--- config.mk ---
export PLATFORM = sky130hd
export DESIGN_NAME = result_pipe
export DESIGN_NICKNAME = d
export VERILOG_FILES = /design/src/rtl/result_pipe.sv
export SDC_FILE = /design/constraint.sdc
export NUM_CORES = 1
export LEC_CHECK = 0
export BUFFER_PORTS_ARGS = -buffer_cell sky130_fd_sc_hd__buf_4
export CAP_MARGIN = 40
export CORE_ASPECT_RATIO = 1.2
export CORE_MARGIN = 2
export CORE_UTILIZATION = 51
export CTS_CLUSTER_SIZE = 28
export DETAILED_ROUTE_END_ITERATION = 12
export PLACE_DENSITY_LB_ADDON = 0.1
export SLEW_MARGIN = 20
export SYNTH_ARGS = -nofsm -noshare
export SYNTH_HDL_FRONTEND = slang
export SYNTH_SLANG_ARGS = --single-unit
--- constraint.sdc ---
create_clock -name clk -period 3.75 [get_ports clk]
set_input_delay 0.375 -clock clk [delete_from_list [all_inputs] [get_ports clk]]
set_output_delay 0.375 -clock clk [all_outputs]
set_load 0.05 [all_outputs]
--- src/rtl/result_pipe.sv ---
// Elastic DEPTH-stage result pipe with valid/ready handshake, flush and occupancy.
// Optional per-stage parity is enabled by defining RESULT_PIPE_PARITY_EN.
module result_pipe #(
    parameter int WIDTH = 32,
    parameter int DEPTH = 2
) (
    input  logic                       clk,
    input  logic                       rst_n,
    input  logic                       in_valid,
    input  logic [WIDTH-1:0]           in_data,
    output logic                       in_ready,
    input  logic                       flush,
    input  logic                       err_inj,
    output logic                       out_valid,
    output logic [WIDTH-1:0]           out_data,
    input  logic                       out_ready,
    output logic                       out_perr,
    output logic [$clog2(DEPTH+1)-1:0] occupancy
);
    localparam int OW = $clog2(DEPTH+1);

    logic [DEPTH-1:0]            v;
    logic [DEPTH-1:0]            v_src;
    logic [DEPTH-1:0]            v_nxt;
    logic [DEPTH-1:0][WIDTH-1:0] d;
    logic [DEPTH-1:0][WIDTH-1:0] d_src;
    logic [DEPTH:0]              r;
    logic [OW-1:0]               cnt;

    // Ready ripples back from the output; an empty stage is always ready,
    // which is what lets bubbles collapse under backpressure.
    always_comb begin
        r        = '0;
        v_src    = '0;
        d_src    = '0;
        v_nxt    = '0;
        cnt      = '0;
        r[DEPTH] = out_ready;
        for (int k = DEPTH - 1; k >= 0; k--)
            r[k] = ~v[k] | r[k+1];
        in_ready = r[0] & ~flush;
        v_src[0] = in_valid & in_ready;
        d_src[0] = in_data;
        for (int k = 1; k < DEPTH; k++) begin
            v_src[k] = v[k-1];
            d_src[k] = d[k-1];
        end
        for (int k = 0; k < DEPTH; k++) begin
            v_nxt[k] = flush ? 1'b0 : (r[k] ? v_src[k] : v[k]);
            cnt      = cnt + OW'(v_nxt[k]);
        end
    end

    always_ff @(posedge clk or negedge rst_n) begin
        if (!rst_n) begin
            v         <= '0;
            d         <= '0;
            occupancy <= '0;
        end else begin
            v         <= v_nxt;
            occupancy <= cnt;
            for (int k = 0; k < DEPTH; k++)
                if (r[k]) d[k] <= d_src[k];
        end
    end

    assign out_valid = v[DEPTH-1];
    assign out_data  = d[DEPTH-1];

`ifdef RESULT_PIPE_PARITY_EN
    logic [DEPTH-1:0] p;
    logic [DEPTH-1:0] p_src;

    always_comb begin
        p_src    = '0;
        p_src[0] = ^in_data ^ err_inj;
        for (int k = 1; k < DEPTH; k++)
            p_src[k] = p[k-1];
    end

    always_ff @(posedge clk or negedge rst_n) begin
        if (!rst_n) begin
            p <= '0;
        end else begin
            for (int k = 0; k < DEPTH; k++)
                if (flush)     p[k] <= 1'b0;
                else if (r[k]) p[k] <= p_src[k];
        end
    end

    assign out_perr = out_valid & (p[DEPTH-1] != ^out_data);
`else
    logic unused_err_inj;
    assign unused_err_inj = err_inj;
    assign out_perr       = 1'b0;
`endif

endmodule

* Word-level counts from Yosys, hierarchy flattened
Cells that the tools add are included.
** Storage, ports and cells
- Flip-flop bits (word level) :: 68
- Bits of input ports :: 38
- Output and inout bits :: 37
- Word-level logic and storage cells :: 16
** Operators by class
- $add $sub $neg :: 1
- Multiplexer cells :: 4
- Bitwise logic cells :: 7
** Operators by type and width (count)
- two-way mux 1 bit :: 4
- NOT 1 bit :: 3
- adder 1 x 1 -> 2 bit :: 1
- bitwise AND 1 bit :: 2
- OR 1 bit :: 2

* Logic depth before layout (Yosys ltp)
Gate-level depths: netlist of the first run.
- Depth after elaboration :: 8
- Mapped depth :: 5

* Least setup slack after synthesis of the first run
Ideal clock, no wire load.
- Path kind :: register to output
- Start point :: reg v[1]
- End point :: out in_ready
- Arrival :: 1669 ps
- Data required time :: 3375 ps
- Path slack :: 1706 ps
- Stages on the path, launching flop included :: 4
- Buffers on the path :: 1
- Path through :: dfrtp_1 nand3b_4 buf_6 nor2b_1
** On the way
- Longest elaborated chain between the ends :: 4
** RTL lines
- from (decl) :: RTL line 22 : logic [DEPTH-1:0] v;
- from (signal assigned) :: RTL line 60 : v <= v_nxt;
- NOT 1 bit :: RTL line 40 : r[k] = ~v[k] | r[k+1];
- OR 1 bit (2 in a row) :: RTL line 40
- bitwise AND 1 bit :: RTL line 41 : in_ready = r[0] & ~flush;
- to (decl) :: RTL line 11 : output logic in_ready,
Every way passes these cells.

* Worst setup path in the final report of the first run
Ends and elaborated chain as after synthesis.

==> flow_summary.yaml, run 1 <==
drt:
  via_per_inst: 4.980
  drt_iter0_drc: 76
  firstDrtPassIters: 4
  m1WireLength_mm: 1.952
  wl_per_cell_um: 15.88
  detail-route-antenna-nets: 0
  via_count: 1469
  drcViolationCount: 0
  wl_met2_mm: 2.336
  wl_met3_um: 320
  wirelength_mm: 4.684
  dr.max_layer_used: "met4"
sta:
  worst_slew_pin_slew_ps: 663.8
  maxSlewHeadroom_pct: 55.75
  maxSlewViolCount: 0
  finClkSkew_ps: 8.231
  fmax_mhz: 498.1
  fin_setup_tns_ps: 0
  period_share_pct: 53.54
  setup_viol: 0
  fin_crit_ps: 2008
  hold_viol: 0
  rsz0062_at_grt: "no"
pwr:
  p_per_area_nw_per_um2: 465.7
  ir_worst_vdd_uv: 371.1
  p_comb_share_pct: 17.7
  switchingPower_uw: 432.6
  internal_power_uw: 1176
  seq_power_share_pct: 50.5
  p_leak_uw: 0.001742
  clockPowerShare_pct: 31.8
  switching_share_pct: 26.89
  power.total_uw: 1609
global_route:
  grt_pass1_wl_mm: 7.776
  grt_pass1_vias: 1632
  grt_max_degree: 69
  antenna_found_initial: 0
  overflow: 0
  grtUsageTotal_pct: 16.63
hold_path:
  min-delay-start: "flush"
  min_path_cells: 2
  min_to: "v[0]$_DFF_PN0_"
  hold_class: "in -> reg"
synthesis:
  yosysTopAreaCell: "dfrtp_1"
  seq_area_frac_synth_pct: 57.68
  syn_nets: 220
  netlist_area_um2: 2950
  yosys_warnings: 0
  synth_area_leaders: "dfrtp_1 (58%), mux2_4 (15%), mux2_2 (13%)"
  synth_cell_types: 14
  yosys_register_bits: 68
  synth_top_area_share_pct: 57.68
  syn_avg_cell_area_um2: 16.30
  syn_inst: 181
layout:
  area_growth_pct: 17.09
  drive_gt1_share_pct: 65.37
  seq_area_um2: 1702
  antenna_cells: 0
  nNetsFinal: 266
  multi_input_area_um2: 890.9
  nFillCells: 431
  utilization_pct: 61.36
run_status:
  outcome: "complete, no violations"
setup_path:
  cp-end-kind: "output pin"
  r2r_end: "out_data[31]$_DFFE_PN0P_"
  critPathTopFamily: "simple AND/OR/NAND/NOR gates"
  crit_required_ps: 3380
  r2r_start: "v[1]$_DFF_PN0_"
  critPathSlowestCell: "dfrtp_1"
  slowest_delay_ps: 420
  reg2regPathDepth: 3
  worstPathBufferInverterCount: 1
  path_class: "reg -> out"
  crit_fanout: 34
  crit_arrival_ps: 1630
  crit_chain: "nand3b_4 -> nor2b_1 -> buf_4"
  rrSetupSlack_ps: 2100
  startpoint_type: "flip-flop"
cts:
  cts_root_buf: "clkbuf_8"
  htreeDepth: 3
  clock_path_buffers: 2
  postCtsResizedCells: 0
  postCtsSetupBuffers: 0
  tritoncts: "yes"
  clock-sinks: 68
  numCtsBuffers: 9
  clk_latency_ps: 330
  cts_hold_buf: 0
  clkTransAtPathRegs_ps: 60
floorplanning:
  die_area_um2: 6412
  io_pins: 75
  dieHeight_um: 87.32
  core_um2: 5630
  start_util_pct: 52.40
  num_rows: 30
  die_w_um: 73.43
run:
  maxCapViolCount: 0
placed_design:
  io_buffers: 72
  gp_congestion: 0.7059
  dp_hpwl_mm: 3.170
cells by family (layout without fill, tap and decap cells):
logic type	after synthesis	count (layout)	synth area share, %
buf+inv	42	92	12.21
flops	68	68	57.68
fa+ha+maj	1	1	0.4240
mux	64	64	28.12
simple gates	3	3	1.103
compound gates	2	2	0.3393
other cells	1	1	0.1271
flip-flops by register name, indices dropped and copies added, names as in the netlist:
name / flops
v: 2
occupancy: 2
out_data: 32
d: 32
power by group through the flow:
stage                     Sequential, uW  Combinational, uW  Clock [uW]
after floorplan                      823                222           0
after global placement               822                277           0
after detailed placement             826                283           0
after CTS                            813                284         530
after global routing                 819                301         573
final                                812                285         512
per-layer routing:
| layer | GRT usage (%) | vias to the layer above |
|---|---|---|
| li1 | - | 667 |
| met1 | 21.12 | 743 |
| met2 | 25.55 | 53 |
| met3 | 5.903 | 6 |
| met4 | 7.438 | 0 |
| met5 | 0 | - |
Yosys cell counts:
master / number
inv_1: 2
mux2_4: 29
buf_12: 3
nand3b_4: 1
nand2b_1: 1
buf_4: 33
dfrtp_1: 68
buf_6: 4
a21oi_1: 2
mux2_1: 2
ha_1: 1
mux2_2: 33
conb_1: 1
nor2b_1: 1
worst max-delay path by stage:
stage / startpoint / slack (ps) / to / cells after the start
5_1_grt: v[1]$_DFF_PN0_ / 1610 / in_ready / 3
3_3_place_gp: out_ready / 1730 / occupancy[0]$_DFF_PN0_ / 4
2_1_floorplan: v[1]$_DFF_PN0_ / 1710 / in_ready / 3
6_report: v[1]$_DFF_PN0_ / 1740 / in_ready / 3
4_1_cts: v[1]$_DFF_PN0_ / 1670 / in_ready / 3
3_5_place_dp: out_ready / 1910 / in_ready / 4
cell usage in the layout (no fill, tap or decap):
master         instances
buf_4                 72
nand2b_2               1
dlygate4sd3_1          1
a21oi_1                2
clkbuf_8              11
nor2b_1                1
nand3b_4               1
buf_16                 2
dfrtp_1               68
mux2_4                29
clkinv_2               2
mux2_1                 2
clkbuf_1               2
mux2_2                33
inv_1                  2
conb_1                 1
ha_1                   1
final cells by class:
| class | instances | area share (%) |
|---|---|---|
| Clock inverter | 2 | 0.2898 |
| Tap cell | 64 | 2.318 |
| Timing Repair Buffer | 75 | 17.53 |
| Sequential cell | 68 | 49.26 |
| Inverter | 2 | 0.2173 |
| Clock buffer | 13 | 4.600 |
| Multi-Input combinational cell | 71 | 25.79 |
per-stage QoR:
step	instance area [um^2]	hold WS, ps	setup slack [ps]	std cells
floorplan	2950	79.41	1706	181
global placement	3221	468.3	1726	277
detailed placement	3248	479.7	1910	278
CTS	3417	160.8	1675	293
global route	3455	220.1	1612	295
finish	3455	230.2	1742	295
No activity file was read; power rests on OpenSTA's default activity.
==> inputs of run 2 (changes only) <==
Settings changed: CORE_UTILIZATION 51 to 47.
Clock period 3.75 ns to 1.8 ns, I/O delays scaled along.
==> run 2 against run 1 <==
Effect of this change:
- critical path depth unchanged
- hold slack got worse by 170 ps
- largest cell class unchanged
- utilization decreased by 3.0 points
- sequential share of layout area decreased by 1.1 points
- global-route usage decreased by 1.7 points
- final cell count increased by 6.8%
==> flow_summary.yaml, run 2 (synthesized netlist as in run 1, its figures left out) <==
setup_path:
  cp-end-kind: "output pin"
  crit_chain: "nand3b_4 -> nor2b_2 -> buf_4"
  crit_arrival_ps: 1450
  critPathSlowestCell: "dfrtp_1"
  r2r_end: "d[4]$_DFFE_PN0N_"
  reg2regPathDepth: 3
  startpoint_type: "flip-flop"
  rrSetupSlack_ps: 430
  slowest_delay_ps: 420
  crit_required_ps: 1620
  r2r_start: "v[1]$_DFF_PN0_"
  crit_fanout: 18
  path_class: "reg -> out"
layout:
  utilization_pct: 58.37
  final_cell_mix: "buf_4 (72), dfrtp_1 (68), mux2_2 (33), mux2_4 (29), clkbuf_8 (9)"
  fin_area_um2: 3532
  antenna_cells: 0
  drive_gt1_share_pct: 65.67
  area_growth_pct: 19.72
  nNetsFinal: 267
  mostFrequentLayoutCell: "buf_4"
global_route:
  overflow: 0
  grtUsageTotal_pct: 14.95
  antenna_found_initial: 0
  grt_max_degree: 69
  grt_pass1_vias: 1644
  grt_pass1_wl_mm: 8.017
floorplanning:
  io_pins: 75
  dieHeight_um: 90.79
  core_um2: 6051
  num_rows: 31
  die_area_um2: 6930
  die_w_um: 76.33
  start_util_pct: 48.76
drt:
  wl_per_cell_um: 15.31
  wirelength_mm: 4.823
  detail-route-antenna-nets: 0
  via_per_inst: 4.686
  drcViolationCount: 0
  drt_iter0_drc: 40
  firstDrtPassIters: 4
  via_count: 1476
run_status:
  outcome: "complete, no violations"
sta:
  rsz0062_at_grt: "no"
  fin_setup_tns_ps: 0
  finClkSkew_ps: 8.480
  fin_crit_ps: 1630
  period_share_pct: 90.53
  layout_setup_ws_ps: 170.4
  maxSlewViolCount: 0
  hold_viol: 0
  fmax_mhz: 613.7
  setup_viol: 0
cts:
  cts_hold_buf: 1
  clk_latency_ps: 330
  postCtsResizedCells: 0
  clock_path_buffers: 2
  cts_root_buf: "clkbuf_8"
  numCtsBuffers: 9
  clkTransAtPathRegs_ps: 60
  postCtsSetupBuffers: 0
  clock-sinks: 68
  htreeDepth: 3
  tritoncts: "yes"
placed_design:
  gp_congestion: 0.7021
  pre_cts_slack_ps: 422.0
  placed_cell_area_um2: 3286
  io_buffers: 72
  dp_hpwl_mm: 3.247
pwr:
  ir_worst_vdd_uv: 673.4
  p_leak_uw: 0.001766
  p_per_area_nw_per_um2: 1018
hold_path:
  min_to: "v[1]$_DFF_PN0_"
  min-delay-start: "flush"
  hold_class: "in -> reg"
  min_path_cells: 2
run:
  maxCapViolCount: 0
[run 2: cell count changes in the layout (fill, tap and decap cells not counted), sizes merged]
| cell | before | now |
|---|---|---|
| clkbuf | 13 | 12 |
| bufinv | 0 | 2 |
| buf | 74 | 75 |
[run 2: worst max path at each step]
stage	end	from	slack, ps
6_report	in_ready	v[1]$_DFF_PN0_	170
5_1_grt	in_ready	v[1]$_DFF_PN0_	70
4_1_cts	in_ready	v[1]$_DFF_PN0_	130
3_5_place_dp	d[4]$_DFFE_PN0N_	v[1]$_DFF_PN0_	420
3_3_place_gp	d[14]$_DFFE_PN0N_	v[1]$_DFF_PN0_	460
2_1_floorplan	occupancy[0]$_DFF_PN0_	v[1]$_DFF_PN0_	180
[run 2: final cells by class]
cell class	count	area, um^2
Clock buffer	12	135.1
Tap cell	82	102.6
Timing Repair Buffer	76	618.1
Inverter	2	7.507
Multi-Input combinational cell	71	893.4
Clock inverter	4	73.82
Fill cell	516	2519
Sequential cell	68	1702
[run 2: worst max-delay path, delay by kind of cell (launching register included)]
| family | cells | cell delay, ps |
|---|---|---|
| simple gates | 2 | 520 |
| flops | 1 | 420 |
| buf+inv | 1 | 180 |
[run 2: layer usage]
layer / track usage (%) / vias to the layer above / part of all wire (%)
li1: - / 671 / -
met1: 18.82 / 751 / 42
met2: 23.75 / 50 / 51
met3: 3.900 / 4 / 5.9
met4: 7.727 / 0 / 1.0
met5: 0 / - / 0
[run 2: per-stage QoR]
| step | cells | hold slack [ps] | total power, uW |
|---|---|---|---|
| floorplan | 181 | -115.6 | 2178 |
| global placement | 297 | 310.0 | 2294 |
| detailed placement | 297 | 344.5 | 2314 |
| CTS | 314 | 38.89 | 3643 |
| global route | 315 | 43.47 | 3755 |
| finish | 315 | 58.32 | 3595 |
[run 2: power by group]
part	internal (uW)	switching (uW)	total, uW
logic	253	340	594
registers	1630	60.1	1690
clock network	782	527	1310
total	2670	928	3600
==> inputs of run 3 (changes only) <==
Settings changed: PLACE_DENSITY from default to 0.74, PLACE_DENSITY_LB_ADDON 0.1 to default.
==> run 3 against run 2 <==
Effect of this change:
- sequential power is essentially flat
- flip-flop and latch count unchanged
- hold slack lost 11 ps
- global-route usage increased by 0.37 points
- final cell count rose by 1.3%
- clock skew fell by 2.1 ps
- clock power about the same
- setup slack worse by 4.5 ps
- largest cell class unchanged
- maximum frequency decreased by 0.28%
- register-to-register slack worse by 20 ps
- non-clock buffer count grew 4
==> flow_summary.yaml, run 3 (synthesized netlist as in run 1, its figures left out) <==
hold_path:
  min_path_cells: 2
  hold_class: "in -> reg"
  min-delay-start: "flush"
  min_to: "v[1]$_DFF_PN0_"
sta:
  finClkSkew_ps: 6.401
  fmax_mhz: 612.0
  rsz0062_at_grt: "no"
  maxSlewViolCount: 0
  fin_crit_ps: 1634
  hold_viol: 0
  fin_setup_tns_ps: 0
  layout_setup_ws_ps: 165.9
  period_share_pct: 90.78
  setup_viol: 0
global_route:
  grt_pass1_vias: 1601
  grt_max_degree: 40
  grt_pass1_wl_mm: 8.231
  grtUsageTotal_pct: 15.32
  antenna_found_initial: 0
  overflow: 0
drt:
  wl_per_cell_um: 15.31
  detail-route-antenna-nets: 0
  drt_iter0_drc: 33
  firstDrtPassIters: 3
  wirelength_mm: 4.885
  via_count: 1487
  via_per_inst: 4.661
  drcViolationCount: 0
cts:
  tritoncts: "yes"
  numCtsBuffers: 9
  clock_path_buffers: 2
  clkTransAtPathRegs_ps: 70
  clk_latency_ps: 330
  htreeDepth: 3
  cts_root_buf: "clkbuf_8"
  clock-sinks: 68
  postCtsSetupBuffers: 0
placed_design:
  io_buffers: 72
  pre_cts_slack_ps: 403.9
  gp_congestion: 0.6627
  dp_hpwl_mm: 3.395
  dpl.cell_count: 302
setup_path:
  crit_start: "v[1]$_DFF_PN0_"
  r2r_start: "v[1]$_DFF_PN0_"
  critPathSlowestCell: "dfrtp_1"
  crit_fanout: 18
  crit_required_ps: 1620
  r2r_end: "occupancy[0]$_DFF_PN0_"
  crit_arrival_ps: 1450
  path_class: "reg -> out"
  startpoint_type: "flip-flop"
  reg2regPathDepth: 3
  slowest_delay_ps: 420
  rrSetupSlack_ps: 410
  cp-end-kind: "output pin"
  crit_chain: "nand3b_4 -> nor2b_2 -> buf_4"
layout:
  area_growth_pct: 19.85
  final_cells: 319
  nNetsFinal: 271
  utilization_pct: 58.44
  drive_gt1_share_pct: 67.51
  mostFrequentLayoutCell: "buf_4"
  final_cell_mix: "buf_4 (78), dfrtp_1 (68), mux2_2 (33), mux2_4 (29), clkbuf_8 (9)"
  antenna_cells: 0
floorplanning:
  io_pins: 75
  dieHeight_um: 90.79
  num_rows: 31
  start_util_pct: 48.76
  core_um2: 6051
  die_w_um: 76.33
  die_area_um2: 6930
pwr:
  p_leak_uw: 0.001772
  ir_worst_vdd_uv: 721.8
  p_per_area_nw_per_um2: 1025
run_status:
  outcome: "complete, no violations"
run:
  maxCapViolCount: 0
-- run 3: critical path, delay by kind of cell, from the launching register on --
kind	cells	cell delay, ps
simple gates	2	520
flops	1	420
buf+inv	1	180
-- run 3: report_power, final --
group | switching (uW) | total [uW] | internal [uW]
combinational | 340 | 592 | 251
sequential | 59.2 | 1690 | 1630
clock | 568 | 1340 | 775
total | 968 | 3620 | 2660
-- run 3: worst max-delay path by stage --
| stage | to | cells past startpoint | slack [ps] |
|---|---|---|---|
| final | in_ready | 3 | 170 |
| after global routing | in_ready | 3 | 50 |
| after CTS | in_ready | 3 | 120 |
| after detailed placement | d[20]$_DFFE_PN0N_ | 3 | 400 |
| after global placement | d[15]$_DFFE_PN0N_ | 3 | 430 |
| after floorplan | occupancy[0]$_DFF_PN0_ | 5 | 180 |
-- run 3: layout make-up --
cell class / count / area [um^2]
Clock buffer: 9 / 123.9
Clock inverter: 7 / 91.34
Timing Repair Buffer: 80 / 615.6
Tap cell: 82 / 102.6
Inverter: 2 / 7.507
Sequential cell: 68 / 1702
Multi-Input combinational cell: 71 / 893.4
Fill cell: 505 / 2515
-- run 3: metrics by stage --
stage	cell area [um^2]	hold WS (ps)	total power, uW
after floorplan	2953	-115.6	2178
after global placement	3311	182.3	2302
after detailed placement	3311	184.7	2317
after CTS	3536	29.84	3682
after global routing	3536	26.44	3796
final	3536	47.70	3625
-- run 3: repair_timing --
action / CTS / global route
hold endpoints to repair: 38 / 0
hold buffers: 1 / 0
resized for setup: 0 / 0
endpoints found under the setup margin: 0 / 0
-- run 3: per-layer routing --
metal / part of all wire, % / global-route usage, %
met1: 42 / 18.83
met2: 52 / 24.93
met3: 4.8 / 5.500
met4: 0.82 / 5.455
met5: 0 / 0
